$ cat config.mk
export PLATFORM = sky130hd
export DESIGN_NAME = mem_arr_rd_seq_flat
export DESIGN_NICKNAME = d
export VERILOG_FILES = /design/src/rtl/mem_arr_rd_seq_if.sv /design/src/rtl/mem_arr_rd_seq.sv /design/src/flat_wrapper.sv
export SDC_FILE = /design/constraint.sdc
export NUM_CORES = 1
export LEC_CHECK = 0
export ABC_AREA = 1
export ABC_CLOCK_PERIOD_IN_PS = 3550
export CAP_MARGIN = 10
export CORE_ASPECT_RATIO = 2
export CORE_MARGIN = 1
export CORE_UTILIZATION = 51
export DETAILED_ROUTE_END_ITERATION = 8
export PLACE_DENSITY_LB_ADDON = 0.3
export SYNTH_ARGS = -nofsm -noshare
export SYNTH_HDL_FRONTEND = slang
export SYNTH_SLANG_ARGS = --single-unit
$ cat constraint.sdc
create_clock -name clk -period 3.55 [get_ports clk]
set_input_delay 0.71 -clock clk [delete_from_list [all_inputs] [get_ports clk]]
set_output_delay 0.71 -clock clk [all_outputs]
set_load 0.03 [all_outputs]
$ cat src/rtl/mem_arr_rd_seq_if.sv
// Handshake and lane bus between the read sequencer and its controller / memory array.
// The slave modport is the sequencer side.
interface mem_arr_rd_seq_if #(
  parameter int width_height = 4,
  parameter int ADDR_W       = 8
);
  logic                           start;
  logic [ADDR_W-1:0]              base_addr;
  logic [ADDR_W:0]                num_rows;
  logic                           stall;
  logic [width_height-1:0]        rd_en;
  logic [width_height*ADDR_W-1:0] rd_addr;
  logic [width_height-1:0]        data_valid;
  logic                           busy;
  logic                           done;

  modport master (
    output start, base_addr, num_rows, stall,
    input  rd_en, rd_addr, data_valid, busy, done
  );

  modport slave (
    input  start, base_addr, num_rows, stall,
    output rd_en, rd_addr, data_valid, busy, done
  );
endinterface

$ cat src/rtl/mem_arr_rd_seq.sv
// Diagonally skewed read sequencer for the per-lane input memory array:
// lane i reads row k exactly i issue slots after lane 0 does.
module mem_arr_rd_seq #(
  parameter int width_height = 4,
  parameter int ADDR_W       = 8,
  parameter int RD_LAT       = 1
) (
  input logic             clk,
  input logic             reset,
  mem_arr_rd_seq_if.slave bus
);
  localparam int CNT_W = ADDR_W + 2;
  localparam int FL_W  = $clog2(RD_LAT + 2);

  typedef enum logic [1:0] {IDLE, RUN, FLUSH} state_t;

  state_t                         state_q, state_d;
  logic [CNT_W-1:0]               cnt_q, cnt_d;
  logic [FL_W-1:0]                fl_q, fl_d;
  logic [ADDR_W-1:0]              base_q, base_d;
  logic [ADDR_W:0]                rows_q, rows_d;
  logic [width_height-1:0]        rd_en_q, rd_en_d;
  logic [width_height*ADDR_W-1:0] rd_addr_q, rd_addr_d;
  logic                           busy_q, busy_d;
  logic                           done_q, done_d;
  logic                           issue;
  logic [CNT_W-1:0]               idx;
  logic [ADDR_W-1:0]              iss_base;
  logic [ADDR_W:0]                iss_rows;

  // Index of the final issue slot; only meaningful for rows >= 1.
  function automatic logic [CNT_W-1:0] last_idx(input logic [ADDR_W:0] rows);
    return CNT_W'(rows) + CNT_W'(width_height) - CNT_W'(2);
  endfunction

  function automatic logic lane_active(input logic [CNT_W-1:0] k, input int lane,
                                       input logic [ADDR_W:0] rows);
    return (k >= CNT_W'(lane)) && (k < CNT_W'(lane) + CNT_W'(rows));
  endfunction

  function automatic logic [ADDR_W-1:0] lane_addr(input logic [ADDR_W-1:0] base,
                                                  input logic [CNT_W-1:0] k, input int lane);
    return base + k[ADDR_W-1:0] - ADDR_W'(lane);
  endfunction

  always_comb begin
    state_d  = state_q;
    cnt_d    = cnt_q;
    fl_d     = '0;
    base_d   = base_q;
    rows_d   = rows_q;
    busy_d   = busy_q;
    done_d   = 1'b0;
    issue    = 1'b0;
    idx      = cnt_q;
    iss_base = base_q;
    iss_rows = rows_q;
    case (state_q)
      IDLE: begin
        busy_d = 1'b0;
        if (bus.start) begin
          busy_d   = 1'b1;
          base_d   = bus.base_addr;
          rows_d   = bus.num_rows;
          cnt_d    = '0;
          idx      = '0;
          iss_base = bus.base_addr;
          iss_rows = bus.num_rows;
          // Nothing is in flight for an empty sequence, so done follows on the next cycle.
          if (bus.num_rows == '0) begin
            state_d = FLUSH;
            fl_d    = FL_W'(RD_LAT);
          end else begin
            state_d = RUN;
            if (!bus.stall) begin
              issue = 1'b1;
              cnt_d = CNT_W'(1);
              if (last_idx(bus.num_rows) == '0) state_d = FLUSH;
            end
          end
        end
      end
      RUN: begin
        if (!bus.stall) begin
          issue = 1'b1;
          cnt_d = cnt_q + CNT_W'(1);
          if (cnt_q == last_idx(rows_q)) state_d = FLUSH;
        end
      end
      FLUSH: begin
        if (fl_q == FL_W'(RD_LAT)) begin
          done_d  = 1'b1;
          state_d = IDLE;
        end else begin
          fl_d = fl_q + FL_W'(1);
        end
      end
      default: state_d = IDLE;
    endcase
  end

  // Inactive or stalled lanes keep their previous address.
  always_comb begin
    rd_en_d   = '0;
    rd_addr_d = rd_addr_q;
    for (int i = 0; i < width_height; i++) begin
      if (issue && lane_active(idx, i, iss_rows)) begin
        rd_en_d[i]                    = 1'b1;
        rd_addr_d[i*ADDR_W +: ADDR_W] = lane_addr(iss_base, idx, i);
      end
    end
  end

  always_ff @(posedge clk or posedge reset) begin
    if (reset) begin
      state_q   <= IDLE;
      cnt_q     <= '0;
      fl_q      <= '0;
      rd_en_q   <= '0;
      rd_addr_q <= '0;
      busy_q    <= 1'b0;
      done_q    <= 1'b0;
    end else begin
      state_q   <= state_d;
      cnt_q     <= cnt_d;
      fl_q      <= fl_d;
      rd_en_q   <= rd_en_d;
      rd_addr_q <= rd_addr_d;
      busy_q    <= busy_d;
      done_q    <= done_d;
    end
  end

  always_ff @(posedge clk) begin
    base_q <= base_d;
    rows_q <= rows_d;
  end

  // Read-latency alignment of the per-lane valid strobes.
  generate
    if (RD_LAT == 0) begin : g_dv_direct
      assign bus.data_valid = rd_en_q;
    end else begin : g_dv_pipe
      logic [width_height-1:0] dv_q [RD_LAT];
      always_ff @(posedge clk or posedge reset) begin
        if (reset) begin
          for (int k = 0; k < RD_LAT; k++) dv_q[k] <= '0;
        end else begin
          dv_q[0] <= rd_en_q;
          for (int k = 1; k < RD_LAT; k++) dv_q[k] <= dv_q[k-1];
        end
      end
      assign bus.data_valid = dv_q[RD_LAT-1];
    end
  endgenerate

  assign bus.rd_en   = rd_en_q;
  assign bus.rd_addr = rd_addr_q;
  assign bus.busy    = busy_q;
  assign bus.done    = done_q;
endmodule

$ cat src/flat_wrapper.sv
// flat-port wrapper written by rule: the top's interface ports become plain ports
module mem_arr_rd_seq_flat 
#(
  parameter int width_height = 4,
  parameter int ADDR_W       = 8,
  parameter int RD_LAT       = 1
)
  (clk, reset, bus_start, bus_base_addr, bus_num_rows, bus_stall, bus_rd_en, bus_rd_addr, bus_data_valid, bus_busy, bus_done);
  mem_arr_rd_seq_if #(.width_height(width_height), .ADDR_W(ADDR_W)) bus_i ();
  input logic clk;
  input logic reset;
  input wire logic [$bits(bus_i.start)-1:0] bus_start;
  input wire logic [$bits(bus_i.base_addr)-1:0] bus_base_addr;
  input wire logic [$bits(bus_i.num_rows)-1:0] bus_num_rows;
  input wire logic [$bits(bus_i.stall)-1:0] bus_stall;
  output wire logic [$bits(bus_i.rd_en)-1:0] bus_rd_en;
  output wire logic [$bits(bus_i.rd_addr)-1:0] bus_rd_addr;
  output wire logic [$bits(bus_i.data_valid)-1:0] bus_data_valid;
  output wire logic [$bits(bus_i.busy)-1:0] bus_busy;
  output wire logic [$bits(bus_i.done)-1:0] bus_done;
  assign bus_i.start = bus_start;
  assign bus_i.base_addr = bus_base_addr;
  assign bus_i.num_rows = bus_num_rows;
  assign bus_i.stall = bus_stall;
  assign bus_rd_en = bus_i.rd_en;
  assign bus_rd_addr = bus_i.rd_addr;
  assign bus_data_valid = bus_i.data_valid;
  assign bus_busy = bus_i.busy;
  assign bus_done = bus_i.done;
  mem_arr_rd_seq #(.width_height(width_height), .ADDR_W(ADDR_W), .RD_LAT(RD_LAT)) u_core (.clk(clk), .reset(reset), .bus(bus_i));
endmodule
Yosys cells after proc, flatten, opt, wreduce, memory -nomap -nowiden
Index checks and enable logic that the tools add are counted.

word-level totals
  output and inout port bits = 42
  flip-flop bits (word level) = 73
  word-level logic and storage cells = 90
  input port bits = 21

cells by class
  reduce and logical (&&, ||, !) cells = 14
  multiplexer cells = 34
  add/sub/neg operators = 13
  equality and inequality tests = 8
  $lt $le $gt $ge = 8

operators by type and width
  kind                                                                    count
  10-bit 2-to-1 mux                                                       5
  10-bit less-than comparator                                             3
  2-bit by 9-bit adder with 10-bit output, first input constant           2
  9-bit by 3-bit adder with 10-bit output, second input constant          2
  10-bit by 1-bit >= comparator with 1-bit output, second input constant  2
  10-bit by 2-bit >= comparator with 1-bit output, second input constant  2
  10-bit case mux with 2 select lines                                     1
  10-bit by 2-bit subtractor with 10-bit output, second input constant    2
  2-bit 2-to-1 mux                                                        9
  9-bit 2-to-1 mux                                                        2
  8-bit 2-to-1 mux                                                        2
  8-bit by 2-bit subtractor with 8-bit output, second input constant      2
  1-bit 2-to-1 mux                                                        12
  1-bit by 9-bit adder with 10-bit output, first input constant           1
  10-bit by 1-bit adder with 10-bit output, second input constant         1
  10-bit equality test                                                    1
  10-bit zero test                                                        1
  10-bit by 9-bit less-than comparator with 1-bit output                  1
  9-bit zero test                                                         1
  8-bit adder                                                             1
  1-bit logical AND                                                       8
  8-bit by 1-bit subtractor with 8-bit output, second input constant      1
  2-bit case mux with 3 select lines                                      1
  2-bit by 1-bit equality test with 1-bit output, second input constant   2
  other kinds (10)                                                        12

Logic depth before layout (Yosys ltp)
Gate-level depths: netlist of run 1.

  word-level depth = 8
  gate-level depth with buffers = 24
  mapped depth without buffers = 23

Worst setup path after synthesis of run 1
No wires, ideal clock.

  path kind = input-to-reg
  from = in bus_start
  to = reg u_core.rd_addr_q[24], in the netlist u_core.bus.rd_addr[24]
  required time = 3428 ps
  slack = 32 ps
  stages on the path = 22
  arrival time = 3396 ps
  setup time = 122 ps
  cells stage by stage = nand2_4 buf_6 buf_2 o21ai_1 inv_1 ha_1 inv_1 o21ai_0 inv_1 nor2_1 nand2_1 xor2_1 ha_1 a21oi_1 o21ai_0 nand2_1 o211ai_1 nor2_1 nand3_2 buf_4 nand2_1 o21ai_2

between the ends
  cells in the longest elaborated chain, start to end = 6

RTL lines
  element                                  RTL line               text
  from (decl)                              flat_wrapper.sv:12     input wire logic [$bits(bus_i.start)-1:0] bus_start;
  9-bit 2-to-1 mux                         mem_arr_rd_seq.sv:61   if (bus.start) begin
  9-bit 2-to-1 mux                         mem_arr_rd_seq.sv:58   case (state_q)
  net u_core.iss_rows[1]                   mem_arr_rd_seq.sv:29   logic [ADDR_W:0] iss_rows;
  2-bit by 9-bit adder with 10-bit output  mem_arr_rd_seq.sv:38   return (k >= CNT_W'(lane)) && (k < CNT_W'(lane) + CNT_W'(rows));
  10-bit less-than comparator              mem_arr_rd_seq.sv:38
  1-bit logical AND                        mem_arr_rd_seq.sv:38
  1-bit logical AND                        mem_arr_rd_seq.sv:107  if (issue && lane_active(idx, i, iss_rows)) begin
  to (signal assigned)                     mem_arr_rd_seq.sv:128  rd_addr_q <= rd_addr_d;
  to (decl)                                mem_arr_rd_seq.sv:23   logic [width_height*ADDR_W-1:0] rd_addr_q, rd_addr_d;

The timed path passes the listed nets, and every way through them passes these cells.
A chain may end at the register's enable or synchronous reset.

Worst setup path after layout of run 1
  from = in bus_num_rows[2]
  to = reg u_core.rd_addr_q[31], in the netlist u_core.bus.rd_addr[31]

between the ends
  cells in the longest elaborated chain, start to end = 6

RTL lines
  element                                  RTL line               text
  from (decl)                              flat_wrapper.sv:14     input wire logic [$bits(bus_i.num_rows)-1:0] bus_num_rows;
  9-bit 2-to-1 mux                         mem_arr_rd_seq.sv:61
  9-bit 2-to-1 mux                         mem_arr_rd_seq.sv:58
  net u_core.iss_rows[2]                   mem_arr_rd_seq.sv:29
  2-bit by 9-bit adder with 10-bit output  mem_arr_rd_seq.sv:38
  10-bit less-than comparator              mem_arr_rd_seq.sv:38
  1-bit logical AND                        mem_arr_rd_seq.sv:38
  1-bit logical AND                        mem_arr_rd_seq.sv:107

The timed path passes the listed nets, and every way through them passes these cells.

==> flow_metrics.py, run 1 <==
metrics = {
    "die": {
        "pin_count": 63,
        "core_mm2": 0.00983,
        "fp-row-count": 51,
        "die_area_mm2": 0.0106,
        "dieWidth_um": 73.4,
        "initial_core_util_pct": 53.0,
        "dieHeight_um": 145,
    },
    "timing": {
        "drv_slew": 0,
        "slew_headroom_pct": 71.1,
        "fin_skew_ps": 5.85,
        "hold_viol": 0,
        "fin_crit_ps": 3330,
        "worst_slew_pin_slew_ps": 433,
        "setup_violations": 0,
        "setup_ws_ps": 220,
        "fmax_mhz": 300,
        "finalCritPeriodShare_pct": 93.8,
    },
    "drt": {
        "via_per_inst": 5.32,
        "antenna_left": 0,
        "totalWireLength_um": 16600,
        "vias": 5338,
        "dr.pass1.iters": 4,
        "wl_per_cell_um": 16.5,
        "drt_iter0_drc": 215,
        "drc": 0,
    },
    "critical_path": {
        "required_ps": 3830,
        "cp-start-kind": "primary input",
        "worstPathCellList": "clkdlybuf4s50_1, o21ai_2, inv_2, ha_1, inv_1, o21ai_0, inv_1, nor2_1, nand2_1, xor2_1, ha_1, a21oi_1, o21ai_0, nand2_1, o211ai_1, nor2_1, nand3_2, buf_12, inv_1, nand2_1, nand2_1",
        "endpoint": "u_core.bus.rd_addr[31]",
        "worstReg2RegEnd": "u_core.bus.rd_addr[23]",
        "rr_worst_depth": 21,
        "cp-end-kind": "register",
        "path_class": "in -> reg",
        "critPathMaxFanout": 14,
        "cpMaxStageDelayCell": "clkdlybuf4s50_1",
        "startpoint": "bus_num_rows[2]",
        "crit_top_cell": "nand2_1",
        "cp_slowest_stage_delay_ps": 570,
        "rrSetupSlack_ps": 290,
        "worst_ep_arrival_time_ps": 3610,
        "rr_startpoint": "u_core.state_q[1]",
    },
    "grt": {
        "met1_usage_pct": 28.2,
        "first_global_vias": 5481,
        "grt_start_max_net_pins": 29,
        "globalRouteTotalUtil_pct": 33.4,
        "grt_pass1_wl_um": 25800,
        "busiest_layer": "met2",
        "gr-usage-met2_pct": 66.2,
        "globalRouteOverflowTotal": 0,
        "antenna_found_initial": 0,
        "grtUsageMet3_pct": 4.64,
    },
    "cells_and_area": {
        "nNetsFinal": 943,
        "fill_cells": 839,
        "fin_cells": 1004,
        "antenna_cells": 0,
        "area_delta_synth_final_pct": 34.2,
        "final_cell_mix": "nand2_1, buf_4, inv_1",
        "final_common_cell": "nand2_1",
        "drive_gt1_share_pct": 17.1,
        "stdcell_area_mm2": 0.00698,
    },
    "synthesis": {
        "ys_types": 39,
        "ys_async_sr_fraction_pct": 76.7,
        "synthCells": 714,
        "yosysWarnings": 0,
        "synth_edf_count": 0,
        "synth_flop_cell": "dfrtp_1",
        "syn-cell-area_mm2": 0.00520,
        "avgSynthCellArea_um2": 7.29,
        "yosysSeqAreaShare_pct": 33.5,
        "synth_seq_cells": 73,
        "synthesis.nets": 790,
    },
    "place": {
        "detailed_place_hpwl_um": 13500,
        "dp_cells": 987,
        "dpl_worst_slack_ps": -568,
        "routabilityCongestion": 0.990,
        "io_buffer_count": 62,
        "dpl_cell_area_mm2": 0.00662,
    },
    "pwr": {
        "ir_drop_v": 0.000787,
        "totalPowerFinal_uw": 7190,
        "p_per_area_mw_per_mm2": 1030,
        "p_leak_uw": 0.00368,
    },
    "cts": {
        "cts.sinks": 73,
        "tritoncts": "yes",
        "clk_pin_slew_ps": 60,
        "clock_latency_ps": 340,
        "cts_root_buf": "clkbuf_16",
        "holdBufCountCts": 0,
        "h-tree-depth": 3,
        "cts_buffer_depth": 2,
        "cts_buffers": 9,
    },
    "outcome": {
        "status": "finished clean",
    },
    "worst_hold_path": {
        "hold_path.class": "reg -> reg",
    },
    "flow_run": {
        "cap_violations": 0,
    },
}
logic make-up after synthesis:
family,synth area share [%]
xor gates and xnor gates,5.39
buffers and inverters,7.14
AOI/OAI and AO/OA,10.1
DFF,33.5
and+or+nand+nor,30.6
adders and majority gates,13.4
cell type report:
| cell class | count | area [um^2] | area share, % |
|---|---|---|---|
| Multi-Input combinational cell | 551 | 3130 | 44.8 |
| Clock inverter | 7 | 85.1 | 1.22 |
| Inverter | 80 | 300 | 4.30 |
| Tap cell | 132 | 165 | 2.37 |
| Sequential cell | 73 | 1740 | 24.9 |
| Clock buffer | 9 | 225 | 3.23 |
| Timing Repair Buffer | 152 | 1340 | 19.1 |
metrics by stage:
step	TNS (ps)	utilization (%)	hold slack [ps]
finish	0	71.0	374
global route	-0.309	71.0	386
CTS	0	70.9	378
detailed placement	-10010	67.4	363
global placement	-9270	67.4	361
floorplan	0	-	426
layer usage:
layer	share of wire [%]	wire length, um	vias to the layer above
li1	-	-	2616
met1	33	5510	2510
met2	57	9420	142
met3	2.6	433	70
met4	7.4	1230	0
met5	0	0	-
what timing repair did:
| item | 4_1_cts | 5_1_grt |
|---|---|---|
| gates resized for setup | 8 | 3 |
| endpoints found under the setup margin | 16 | 11 |
| pin swaps | 1 | 4 |
| buffers inserted | 0 | 1 |
synthesized netlist by cell type, types with 2 or more instances:
| cell | instances | area (um^2) |
|---|---|---|
| nor4_1 | 3 | 18.8 |
| nor2_1 | 60 | 225 |
| or2_2 | 2 | 12.5 |
| xnor2_1 | 6 | 52.6 |
| o21ai_4 | 2 | 32.5 |
| or2_1 | 3 | 18.8 |
| o21ai_0 | 21 | 105 |
| a21oi_1 | 27 | 135 |
| dfxtp_1 | 17 | 340 |
| ha_1 | 54 | 676 |
| buf_4 | 2 | 15.0 |
| nor2_2 | 9 | 56.3 |
| o21ai_2 | 10 | 87.6 |
| xor2_1 | 26 | 228 |
| nand3_2 | 2 | 20.0 |
| o211ai_1 | 3 | 22.5 |
| nand2_1 | 232 | 871 |
| nand4_1 | 7 | 43.8 |
| inv_2 | 4 | 15.0 |
| buf_2 | 3 | 15.0 |
| nand2_2 | 2 | 12.5 |
| nor3_1 | 14 | 70.1 |
| o21bai_1 | 3 | 22.5 |
| inv_1 | 76 | 285 |
| nand3_1 | 37 | 185 |
| buf_6 | 3 | 33.8 |
| dfrtp_1 | 56 | 1400 |
| o21ai_1 | 18 | 90.1 |
| o22ai_1 | 2 | 12.5 |
where the power goes:
part | internal [uW] | switching [uW] | total [uW] | leakage (uW)
logic | 1990 | 2880 | 4870 | 0.00266
registers | 1140 | 222 | 1360 | 0.000877
clock network | 559 | 403 | 963 | 0.000146
total | 3690 | 3500 | 7190 | 0.00368
state kept, by name (all words and copies together), names as in the netlist, 2 cells and up:
signal / flops
u_core.base_q: 8
u_core.bus.data_valid: 4
u_core.bus.rd_addr: 32
u_core.bus.rd_en: 4
u_core.cnt_q: 10
u_core.fl_q: 2
u_core.rows_q: 9
u_core.state_q: 2
worst max-delay path, delay by kind of cell:
family	cells	cell delay, ps
buffers and inverters	6	1020
AND/OR/NAND/NOR	7	640
AO/OA/AOI/OAI	5	610
adder cells (fa/ha/maj)	2	410
XOR/XNOR	1	200
worst min path at each step:
stage               slack, ps                        to  cells after the start                start
finish                    370  u_core.bus.data_valid[2]                      0  u_core.bus.rd_en[2]
CTS                       380  u_core.bus.data_valid[2]                      0  u_core.bus.rd_en[2]
global route              390  u_core.bus.data_valid[2]                      0  u_core.bus.rd_en[2]
global placement          360  u_core.bus.data_valid[2]                      0  u_core.bus.rd_en[2]
floorplan                 430          u_core.base_q[0]                      2     u_core.base_q[0]
detailed placement        360  u_core.bus.data_valid[2]                      0  u_core.bus.rd_en[2]
(Power assumes the default switching activity.)
==> run 2, diff against run 1 <==
CORE_UTILIZATION = 45   (was 51)
==> flow_metrics.py, run 2 (same netlist as run 1, synthesis figures left out) <==
metrics = {
    "outcome": {
        "status": "finished clean",
    },
    "timing": {
        "setup_violations": 0,
        "fmax_mhz": 301,
        "fin_crit_ps": 3320,
        "setup-tns-final_ps": 0,
        "fin_skew_ps": 6.55,
        "holdWs_ps": 385,
        "slew_headroom_pct": 49.1,
        "grt_setup_unrepaired": "no",
        "finalCritPeriodShare_pct": 93.6,
        "hold_viol": 0,
        "worst_slew_pin_slew_ps": 764,
        "drv_slew": 0,
    },
    "grt": {
        "first_global_vias": 5591,
        "grt_pass1_wl_um": 26400,
        "met1_usage_pct": 23.3,
        "globalRouteTotalUtil_pct": 29.3,
        "grtUsageMet3_pct": 3.86,
        "gr-usage-met2_pct": 57.0,
        "antenna_found_initial": 0,
        "globalRouteOverflowTotal": 0,
        "busiest_layer": "met2",
        "grt_start_max_net_pins": 57,
    },
    "pwr": {
        "swShare_pct": 48.3,
        "p_leak_uw": 0.00369,
        "power_frac_clock_pct": 13.3,
        "p_per_area_mw_per_mm2": 1020,
        "power_frac_comb_pct": 68.1,
        "seqPwrFrac_pct": 18.6,
        "ir_drop_v": 0.000632,
        "p_int_uw": 3720,
        "totalPowerFinal_uw": 7190,
        "power.net_switching_uw": 3470,
    },
    "cts": {
        "cts.sinks": 73,
        "clock_latency_ps": 340,
        "post_cts_buffers": 0,
        "cts_buffers": 9,
        "cts_root_buf": "clkbuf_16",
        "h-tree-depth": 3,
        "holdBufCountCts": 0,
        "cts_buffer_depth": 2,
        "clk_pin_slew_ps": 60,
        "tritoncts": "yes",
    },
    "critical_path": {
        "required_ps": 3790,
        "worstPathCellList": "nor2_2, nand2_4, buf_12, buf_4, nand2_1, nand2_1, ha_1, fa_1, buf_4, nand3_1, nand3_1, nand2_1, inv_1, nor2_1, buf_4, nand2_1, nand2_1, nand2_1, nand2_1, nand2_1",
        "path_class": "reg -> reg",
        "cp_slowest_stage_delay_ps": 440,
        "cp-end-kind": "register",
        "critPathMaxFanout": 12,
        "cp-start-kind": "register",
        "crit_buf_inv": 5,
        "cpMaxStageDelayCell": "fa_1",
        "crit_top_cell": "nand2_1",
        "worst_ep_arrival_time_ps": 3560,
        "path_delay_family": "simple AND/OR/NAND/NOR gates",
    },
    "die": {
        "core_mm2": 0.0113,
        "pin_count": 63,
        "fp-row-count": 55,
        "die_area_mm2": 0.0120,
        "dieHeight_um": 154,
        "initial_core_util_pct": 46.1,
        "dieWidth_um": 78.0,
    },
    "drt": {
        "antenna_left": 0,
        "vias": 5296,
        "drc": 0,
        "drt_iter0_drc": 230,
        "via_per_inst": 5.22,
        "dr.pass1.iters": 6,
        "wl_per_cell_um": 16.6,
        "totalWireLength_um": 16900,
    },
    "cells_and_area": {
        "fill_cells": 1077,
        "nNetsFinal": 944,
        "largest_reg_flops": 32,
        "area_delta_synth_final_pct": 35.2,
        "antenna_cells": 0,
        "drive_gt1_share_pct": 17.9,
        "post-route-util_pct": 62.4,
        "final_common_cell": "nand2_1",
        "final_cell_mix": "nand2_1, buf_4, inv_1",
    },
    "place": {
        "io_buffer_count": 62,
        "routabilityCongestion": 1.05,
        "detailed_place_hpwl_um": 13800,
    },
    "worst_hold_path": {
        "hold_path.class": "reg -> reg",
    },
    "flow_run": {
        "cap_violations": 0,
    },
}
==> run 2: cell count changes in the layout (fill, tap and decap cells not counted), moves of 2 or more <==
cell     change
o21ai_1      +2
nor2_1       -2
nand2_1      -2
nand2_2      +2
o21ai_0      -2
a21oi_1      -2
a21oi_2      +2
inv_8        -2
==> run 2: worst paths after layout <==
check / end / slack (ps) / depth (start not counted) / start
max in group asynchronous: u_core.bus.rd_addr[27] / 2140 / 3 / reset
min: u_core.bus.data_valid[3] / 390 / 0 / u_core.bus.rd_en[3]
max reg2reg: u_core.bus.rd_addr[30] / 230 / 20 / u_core.state_q[1]
max: u_core.bus.rd_addr[30] / 230 / 20 / u_core.state_q[1]
min in group asynchronous: u_core.cnt_q[6] / 900 / 3 / reset
min reg2reg: u_core.bus.data_valid[3] / 390 / 0 / u_core.bus.rd_en[3]
==> run 2: what timing repair did <==
| action | in CTS | in global routing |
|---|---|---|
| gates resized for setup | 7 | 14 |
| setup endpoints to repair | 19 | 27 |
| pin swaps | 1 | 3 |
==> run 2: per-layer routing <==
metal,wire length (um),part of all wire (%)
met2,9320,55
met3,564,3.3
met5,0,0
met4,1710,10
met1,5270,31
==> run 2: cell type report <==
type                       instances  area (um^2)  area share (%)
clock buffer                      10          239            3.40
clock inverter                     6         72.6            1.03
inverter                          80          300            4.27
multi-input combinational        551         3140            44.7
sequential                        73         1740            24.7
tap                              142          178            2.52
timing repair buffer             153         1360            19.4
==> run 2: stage by stage <==
step	area [um^2]	worst slack (ps)	std cells
2_1_floorplan	5200	32.0	714
3_3_place_gp	6660	-486	999
3_5_place_dp	6660	-473	999
4_1_cts	6990	10.9	1015
5_1_grt	7040	86.2	1015
6_report	7040	226	1015
==> run 2: worst reg2reg max path: stages, from the launching register on <==
cell,delay [ps]
dfrtp_1,420
nor2_2,200
nand2_4,110
buf_12,150
buf_4,160
nand2_1,60
nand2_1,70
ha_1,220
fa_1,450
buf_4,160
nand3_1,90
nand3_1,80
nand2_1,210
inv_1,130
nor2_1,210
buf_4,170
nand2_1,50
nand2_1,60
nand2_1,100
nand2_1,90
nand2_1,40
==> run 2: power by group through the flow <==
stage,clock [uW],sequential [uW],combinational [uW]
finish,957,1340,4900
floorplan,0,1670,2380
global placement,0,1340,4630
detailed placement,0,1350,4730
global route,1010,1380,5320
CTS,972,1340,4800
